[src/rtl/pipeline_shell.sv]
// pipeline_shell: buffers DUT RVFI retirements, steps the ISS once per retirement and
// re-emits each ISS result as an ordered RVFI retirement. Optional macro: PIPELINE_SHELL_MISMATCH_CHECK_EN.
module pipeline_shell #(
   parameter int unsigned XLEN       = 32,
   parameter int unsigned ILEN       = 32,
   parameter int unsigned FIFO_DEPTH = 4
) (
   input  logic            clk_i,
   input  logic            rst_i,
   input  logic            rvfi_valid_i,
   input  logic [XLEN-1:0] rvfi_pc_rdata_i,
   input  logic [ILEN-1:0] rvfi_insn_i,
   input  logic            rvfi_intr_i,
   input  logic            rvfi_halt_i,
   output logic            step_valid_o,
   input  logic            step_ready_i,
   output logic            step_intr_o,
   input  logic            iss_valid_i,
   input  logic [XLEN-1:0] iss_pc_i,
   input  logic [ILEN-1:0] iss_insn_i,
   input  logic            iss_trap_i,
   input  logic [4:0]      iss_rd_addr_i,
   input  logic [XLEN-1:0] iss_rd_wdata_i,
   output logic            rvfi_valid_o,
   output logic [63:0]     rvfi_order_o,
   output logic [XLEN-1:0] rvfi_pc_rdata_o,
   output logic [ILEN-1:0] rvfi_insn_o,
   output logic            rvfi_trap_o,
   output logic            rvfi_intr_o,
   output logic            rvfi_halt_o,
   output logic [4:0]      rvfi_rd_addr_o,
   output logic [XLEN-1:0] rvfi_rd_wdata_o,
   output logic            overflow_o,
   output logic            mismatch_o
);
   localparam int unsigned PTR_W = $clog2(FIFO_DEPTH);

   typedef struct packed {
      logic [XLEN-1:0] pc;
      logic [ILEN-1:0] insn;
      logic            intr;
      logic            halt;
   } entry_t;

   typedef enum logic [1:0] {IDLE, REQ, WAIT} state_t;

   entry_t         r_mem [FIFO_DEPTH];
   logic [PTR_W:0] r_wptr, r_rptr;
   entry_t         r_hold;
   state_t         r_state, w_state_nxt;
   logic           r_halted;
   logic           r_overflow;
   logic           r_step_valid, r_step_intr;

   logic            r_out_valid;
   logic [63:0]     r_order_cnt, r_out_order;
   logic [XLEN-1:0] r_out_pc, r_out_wdata;
   logic [ILEN-1:0] r_out_insn;
   logic            r_out_trap, r_out_intr, r_out_halt;
   logic [4:0]      r_out_rd;

   logic   w_empty, w_full, w_pop, w_push_req, w_push, w_drop, w_iss_done;
   entry_t w_head, w_in;

   assign w_empty    = (r_wptr == r_rptr);
   assign w_full     = (r_wptr[PTR_W] != r_rptr[PTR_W]) &&
                       (r_wptr[PTR_W-1:0] == r_rptr[PTR_W-1:0]);
   assign w_head     = r_mem[r_rptr[PTR_W-1:0]];
   assign w_pop      = (r_state == REQ) && step_ready_i;
   // After halt retires, further DUT retirements are silently discarded
   assign w_push_req = rvfi_valid_i && !r_halted;
   assign w_push     = w_push_req && (!w_full || w_pop);
   assign w_drop     = w_push_req && w_full && !w_pop;
   assign w_iss_done = (r_state == WAIT) && iss_valid_i;
   assign w_in       = '{pc: rvfi_pc_rdata_i, insn: rvfi_insn_i,
                         intr: rvfi_intr_i, halt: rvfi_halt_i};

   // Retirement buffer storage (no reset needed; pointers define validity)
   always_ff @(posedge clk_i) begin
      if (w_push) r_mem[r_wptr[PTR_W-1:0]] <= w_in;
   end

   always_ff @(posedge clk_i or posedge rst_i) begin
      if (rst_i) begin
         r_wptr     <= '0;
         r_rptr     <= '0;
         r_overflow <= 1'b0;
         r_hold     <= '0;
      end else begin
         if (w_push) r_wptr <= r_wptr + (PTR_W+1)'(1);
         if (w_pop) begin
            r_rptr <= r_rptr + (PTR_W+1)'(1);
            r_hold <= w_head;
         end
         if (w_drop) r_overflow <= 1'b1;
      end
   end

   // Step FSM state register plus registered step request outputs
   always_ff @(posedge clk_i or posedge rst_i) begin
      if (rst_i) begin
         r_state      <= IDLE;
         r_step_valid <= 1'b0;
         r_step_intr  <= 1'b0;
         r_halted     <= 1'b0;
      end else begin
         r_state      <= w_state_nxt;
         r_step_valid <= (w_state_nxt == REQ);
         r_step_intr  <= (w_state_nxt == REQ) && w_head.intr;
         if (w_iss_done && r_hold.halt) r_halted <= 1'b1;
      end
   end

   always_comb begin
      w_state_nxt = r_state;
      case (r_state)
         IDLE:    if (!w_empty && !r_halted) w_state_nxt = REQ;
         REQ:     if (step_ready_i)          w_state_nxt = WAIT;
         WAIT:    if (iss_valid_i)           w_state_nxt = IDLE;
         default:                            w_state_nxt = IDLE;
      endcase
   end

   // Reference retirement output register; data fields hold between pulses
   always_ff @(posedge clk_i or posedge rst_i) begin
      if (rst_i) begin
         r_out_valid <= 1'b0;
         r_order_cnt <= '0;
         r_out_order <= '0;
         r_out_pc    <= '0;
         r_out_insn  <= '0;
         r_out_trap  <= 1'b0;
         r_out_intr  <= 1'b0;
         r_out_halt  <= 1'b0;
         r_out_rd    <= '0;
         r_out_wdata <= '0;
      end else begin
         r_out_valid <= w_iss_done;
         if (w_iss_done) begin
            r_out_order <= r_order_cnt;
            r_order_cnt <= r_order_cnt + 64'd1;
            r_out_pc    <= iss_pc_i;
            r_out_insn  <= iss_insn_i;
            r_out_trap  <= iss_trap_i;
            r_out_intr  <= r_hold.intr;
            r_out_halt  <= r_hold.halt;
            r_out_rd    <= iss_rd_addr_i;
            r_out_wdata <= iss_rd_wdata_i;
         end
      end
   end

`ifdef PIPELINE_SHELL_MISMATCH_CHECK_EN
   logic r_mismatch;
   always_ff @(posedge clk_i or posedge rst_i) begin
      if (rst_i) r_mismatch <= 1'b0;
      else       r_mismatch <= w_iss_done &&
                               ((iss_pc_i != r_hold.pc) || (iss_insn_i != r_hold.insn));
   end
   assign mismatch_o = r_mismatch;
`else
   logic w_unused_hold;
   assign w_unused_hold = ^{r_hold.pc, r_hold.insn};
   assign mismatch_o    = 1'b0;
`endif

   assign step_valid_o    = r_step_valid;
   assign step_intr_o     = r_step_intr;
   assign overflow_o      = r_overflow;
   assign rvfi_valid_o    = r_out_valid;
   assign rvfi_order_o    = r_out_order;
   assign rvfi_pc_rdata_o = r_out_pc;
   assign rvfi_insn_o     = r_out_insn;
   assign rvfi_trap_o     = r_out_trap;
   assign rvfi_intr_o     = r_out_intr;
   assign rvfi_halt_o     = r_out_halt;
   assign rvfi_rd_addr_o  = r_out_rd;
   assign rvfi_rd_wdata_o = r_out_wdata;

endmodule

[config.mk]
export PLATFORM = sky130hd
export DESIGN_NAME = pipeline_shell
export DESIGN_NICKNAME = d
export VERILOG_FILES = /design/src/rtl/pipeline_shell.sv
export SDC_FILE = /design/constraint.sdc
export NUM_CORES = 1
export LEC_CHECK = 0
export BUFFER_PORTS_ARGS = -buffer_cell sky130_fd_sc_hd__buf_2
export CAP_MARGIN = 20
export CORE_MARGIN = 4
export CORE_UTILIZATION = 53
export DETAILED_ROUTE_END_ITERATION = 10
export PLACE_DENSITY = 0.91
export RECOVER_POWER = 25
export SLEW_MARGIN = 20
export SYNTH_ARGS = -nofsm -noshare
export SYNTH_HDL_FRONTEND = slang
export SYNTH_SLANG_ARGS = --single-unit
[constraint.sdc]
create_clock -name clk_i -period 14.1 [get_ports clk_i]
set_input_delay 0.705 -clock clk_i [delete_from_list [all_inputs] [get_ports clk_i]]
set_output_delay 0.705 -clock clk_i [all_outputs]
set_load 0.02 [all_outputs]
==> impl_metrics.py <==
metrics = {
    "floorplanning": {
        "die_w_um": 148,
        "rows": 50,
        "initial_core_util": 0.546,
        "core_um2": 18900,
        "io_pins": 346,
        "dieArea_um2": 21800,
        "fp.dieH_um": 148,
    },
    "yosys": {
        "yosysWarnings": 0,
        "synthCells": 1055,
        "ys_seq_area_frac": 0.623,
        "syn-num-nets": 1234,
        "syn_area_per_cell_um2": 9.78,
        "ys_seq_elements": 255,
        "netlist_area_um2": 10300,
        "synth_cell_type_count": 43,
    },
    "job": {
        "timing.max_cap.violations": 2,
    },
    "pwr": {
        "p_seq_frac": 0.434,
        "switchingPower_w": 0.000834,
        "share_comb_of_total_power": 0.285,
        "p_leak_nw": 6.99,
        "p_int_w": 0.00149,
        "ir_drop_mv": 0.0984,
        "swShare": 0.359,
        "p_clk_frac": 0.281,
        "power_density_nw_per_um2": 184,
    },
    "clock_network": {
        "cts_root_buf": "clkbuf_16",
        "clkTransAtPathRegs_ns": 0.06,
        "h-tree-depth": 1,
        "clk_path_buf_depth": 3,
        "clk_latency_ns": 0.51,
        "post_cts_buffers": 0,
        "clock_sink_count": 255,
        "cts_resized": 0,
        "cts_tree": "yes",
        "cts_buffers": 26,
        "postCtsHoldBufs": 0,
    },
    "setup_path": {
        "start_kind": "register",
        "end_kind": "register",
        "critical_path.max_fanout": 96,
        "critPathKind": "register to register",
        "arrival_ns": 5.00,
        "cp.required_ns": 14.55,
    },
    "sta": {
        "setup-tns-final_ns": 0,
        "clock_skew_ns": 0.0137,
        "rsz0062_at_grt": "no",
        "clock.fmax_mhz": 220,
        "finalSetupViolations": 0,
        "tightest_slew_ns": 4.00,
        "slew_viol_final": 146,
        "slew_headroom": -1.68,
        "finalCritPeriodShare": 0.323,
        "finalHoldViolations": 0,
        "period_minus_slack_ns": 4.55,
    },
    "layout": {
        "regArea_um2": 6420,
        "diodes": 0,
        "multiInputGateArea_um2": 3660,
        "utilization": 0.670,
        "final_layout_size_suffix_gt1_frac": 0.218,
        "nets": 1505,
        "fillCellCount": 1438,
        "area_delta_synth_final_pct": 22.6,
    },
    "place": {
        "hpwlAfterDp_um": 18200,
        "gp_congestion": 0.840,
        "io_buffer_count": 280,
    },
    "route": {
        "post_drt_wl_per_cell_um": 16.6,
        "dr.pass1.iters": 5,
        "drtIter0Drc": 463,
        "drc": 0,
        "vias": 8288,
        "routed_wl_um": 26500,
        "viasPerCell": 5.17,
        "final_antenna_net_count": 0,
    },
    "hold_path": {
        "hold_class": "primary input to register",
    },
    "grt": {
        "grt_remaining_overflow": 0,
        "grt_pass1_wl_um": 42800,
        "grt_pass1_vias": 8313,
        "gr-usage-all-layers": 0.240,
        "antenna_found_initial": 0,
        "grt_max_degree": 97,
    },
    "status": {
        "status": "finished with violations",
        "violations": "max-capacitance violations, max-slew violations",
    },
}
-- layout by cell type, fill, tap and decap left out, drive strengths merged, types with 2 or more instances in the layout --
cell | Yosys | final
xnor2 | 34 | 34
inv | 12 | 12
and4 | 2 | 2
nand2 | 526 | 526
nand4 | 25 | 25
nand3 | 25 | 25
dfrtp | 247 | 247
xor2 | 36 | 36
nand3b | 2 | 2
and3 | 4 | 4
mux2 | 2 | 2
nor4 | 10 | 10
buf | 9 | 228
o21ai | 7 | 7
ha | 6 | 6
nor3 | 20 | 20
mux4 | 2 | 2
clkinvlp | 0 | 3
and2 | 7 | 7
clkbuf | 33 | 98
nor2 | 22 | 22
nor3b | 2 | 2
edfxtp | 8 | 8
nand2b | 3 | 3
a21oi | 2 | 2
-- cell type report --
class / count / share of cell area
sequential: 255 / 0.508
clock inverter: 3 / 0.00158
tap: 260 / 0.0257
timing repair buffer: 285 / 0.108
clock buffer: 41 / 0.0631
inverter: 13 / 0.00415
multi-input combinational: 745 / 0.290
-- registers in the layout, summed over array words and instances, names as in the netlist, 3 cells and up --
signal and cells:
rvfi_rd_wdata_o 32, r_rptr 3, r_mem 8, r_wptr 3, r_order_cnt 64, rvfi_order_o 64
rvfi_pc_rdata_o 32, rvfi_rd_addr_o 5, rvfi_insn_o 32
-- worst paths after layout --
kind	from	to	slack (ns)	depth (start not counted)
max	r_state[0]	rvfi_order_o[41]	9.55	5
min	iss_rd_wdata_i[7]	rvfi_rd_wdata_o[7]	0.38	3
max reg2reg	r_state[0]	rvfi_order_o[41]	9.55	5
min reg2reg	rvfi_order_o[29]	rvfi_order_o[29]	0.47	2
max in group asynchronous	rst_i	r_order_cnt[7]	10.44	3
min in group asynchronous	rst_i	rvfi_insn_o[3]	1.40	2
-- power groups by stage --
| stage | Clock, W | Sequential, W | Combinational [W] |
|---|---|---|---|
| CTS | 0.000663 | 0.00101 | 0.000679 |
| detailed placement | 0 | 0.00102 | 0.000671 |
| global route | 0.000699 | 0.00103 | 0.000722 |
| global placement | 0 | 0.00101 | 0.000647 |
| finish | 0.000651 | 0.00101 | 0.000662 |
| floorplan | 0 | 0.00119 | 0.000229 |
-- cell usage after synthesis --
master      n  area (um^2)
or4_4       1         11.3
nor4_1      7         43.8
nand4_4     3         63.8
nand4b_1    1         8.76
a21o_1      1         7.51
nand3b_4    1         20.0
clkbuf_1   33          124
edfxtp_1    8          240
ha_1        6         75.1
xor2_1     36          315
nor3b_2     2         25.0
and3_1      4         25.0
a21oi_1     2         10.0
nor4_4      2         42.5
a31oi_1     1         6.26
nand4_1    19          119
nand3b_1    1         7.51
nand2_1   526         1970
clkinv_1    1         3.75
buf_1       5         18.8
nand3_2     1         10.0
xnor2_1    34          298
or3_1       1         6.26
conb_1      1         3.75
nor2_2      1         6.26
nor4_2      1         12.5
inv_1      12         45.0
o21bai_1    1         7.51
mux2_2      2         22.5
nand4_2     3         37.5
mux4_2      2         45.0
nor3_1     13         65.1
o21ai_0     7         35.0
buf_4       2         15.0
nor4b_4     1         23.8
nand2b_1    3         18.8
nor2_1     21         78.8
and4_1      2         17.5
and2_1      7         43.8
buf_2       2         10.0
dfrtp_1   247         6180
nand3_1    24          120
nor3_2      7         70.1
-- layer usage --
metal,vias to the layer above,track usage,part of all wire
met3,85,0.0466,0.079
met5,-,0,0
met2,400,0.393,0.48
li1,3869,-,-
met4,0,0.105,0.045
met1,3934,0.313,0.39
-- cells by family (layout without fill, tap and decap cells) --
family	count (synthesis)	in the layout	synth area share
XOR/XNOR	70	70	0.0594
multiplexers	4	4	0.00655
buffers and inverters	55	342	0.0210
AND/OR/NAND/NOR	652	652	0.276
flip-flops	255	255	0.623
adder cells (fa/ha/maj)	6	6	0.00728
AO/OA/AOI/OAI	12	12	0.00643
other	1	1	0.000364
-- metrics by stage --
stage	hold slack (ns)	worst slack, ns	instance area [um^2]	cells	total power, W
after CTS	0.316	11.00	12700	1602	0.00235
after global placement	0.452	10.69	11900	1558	0.00165
final	0.381	9.55	12600	1602	0.00232
after global routing	0.358	9.06	12600	1602	0.00245
after floorplan	0.433	6.61	10300	1055	0.00142
after detailed placement	0.456	10.65	11900	1558	0.00169
-- worst max-delay path, cell delays in order, from the launching register on --
cell and delay (ns):
dfrtp_1 0.43, nand3b_1 1.49, inv_4 1.49, buf_4 0.74, nand2_1 0.21, nand2_1 0.09
Note: power is estimated with default switching activity, not from simulation.
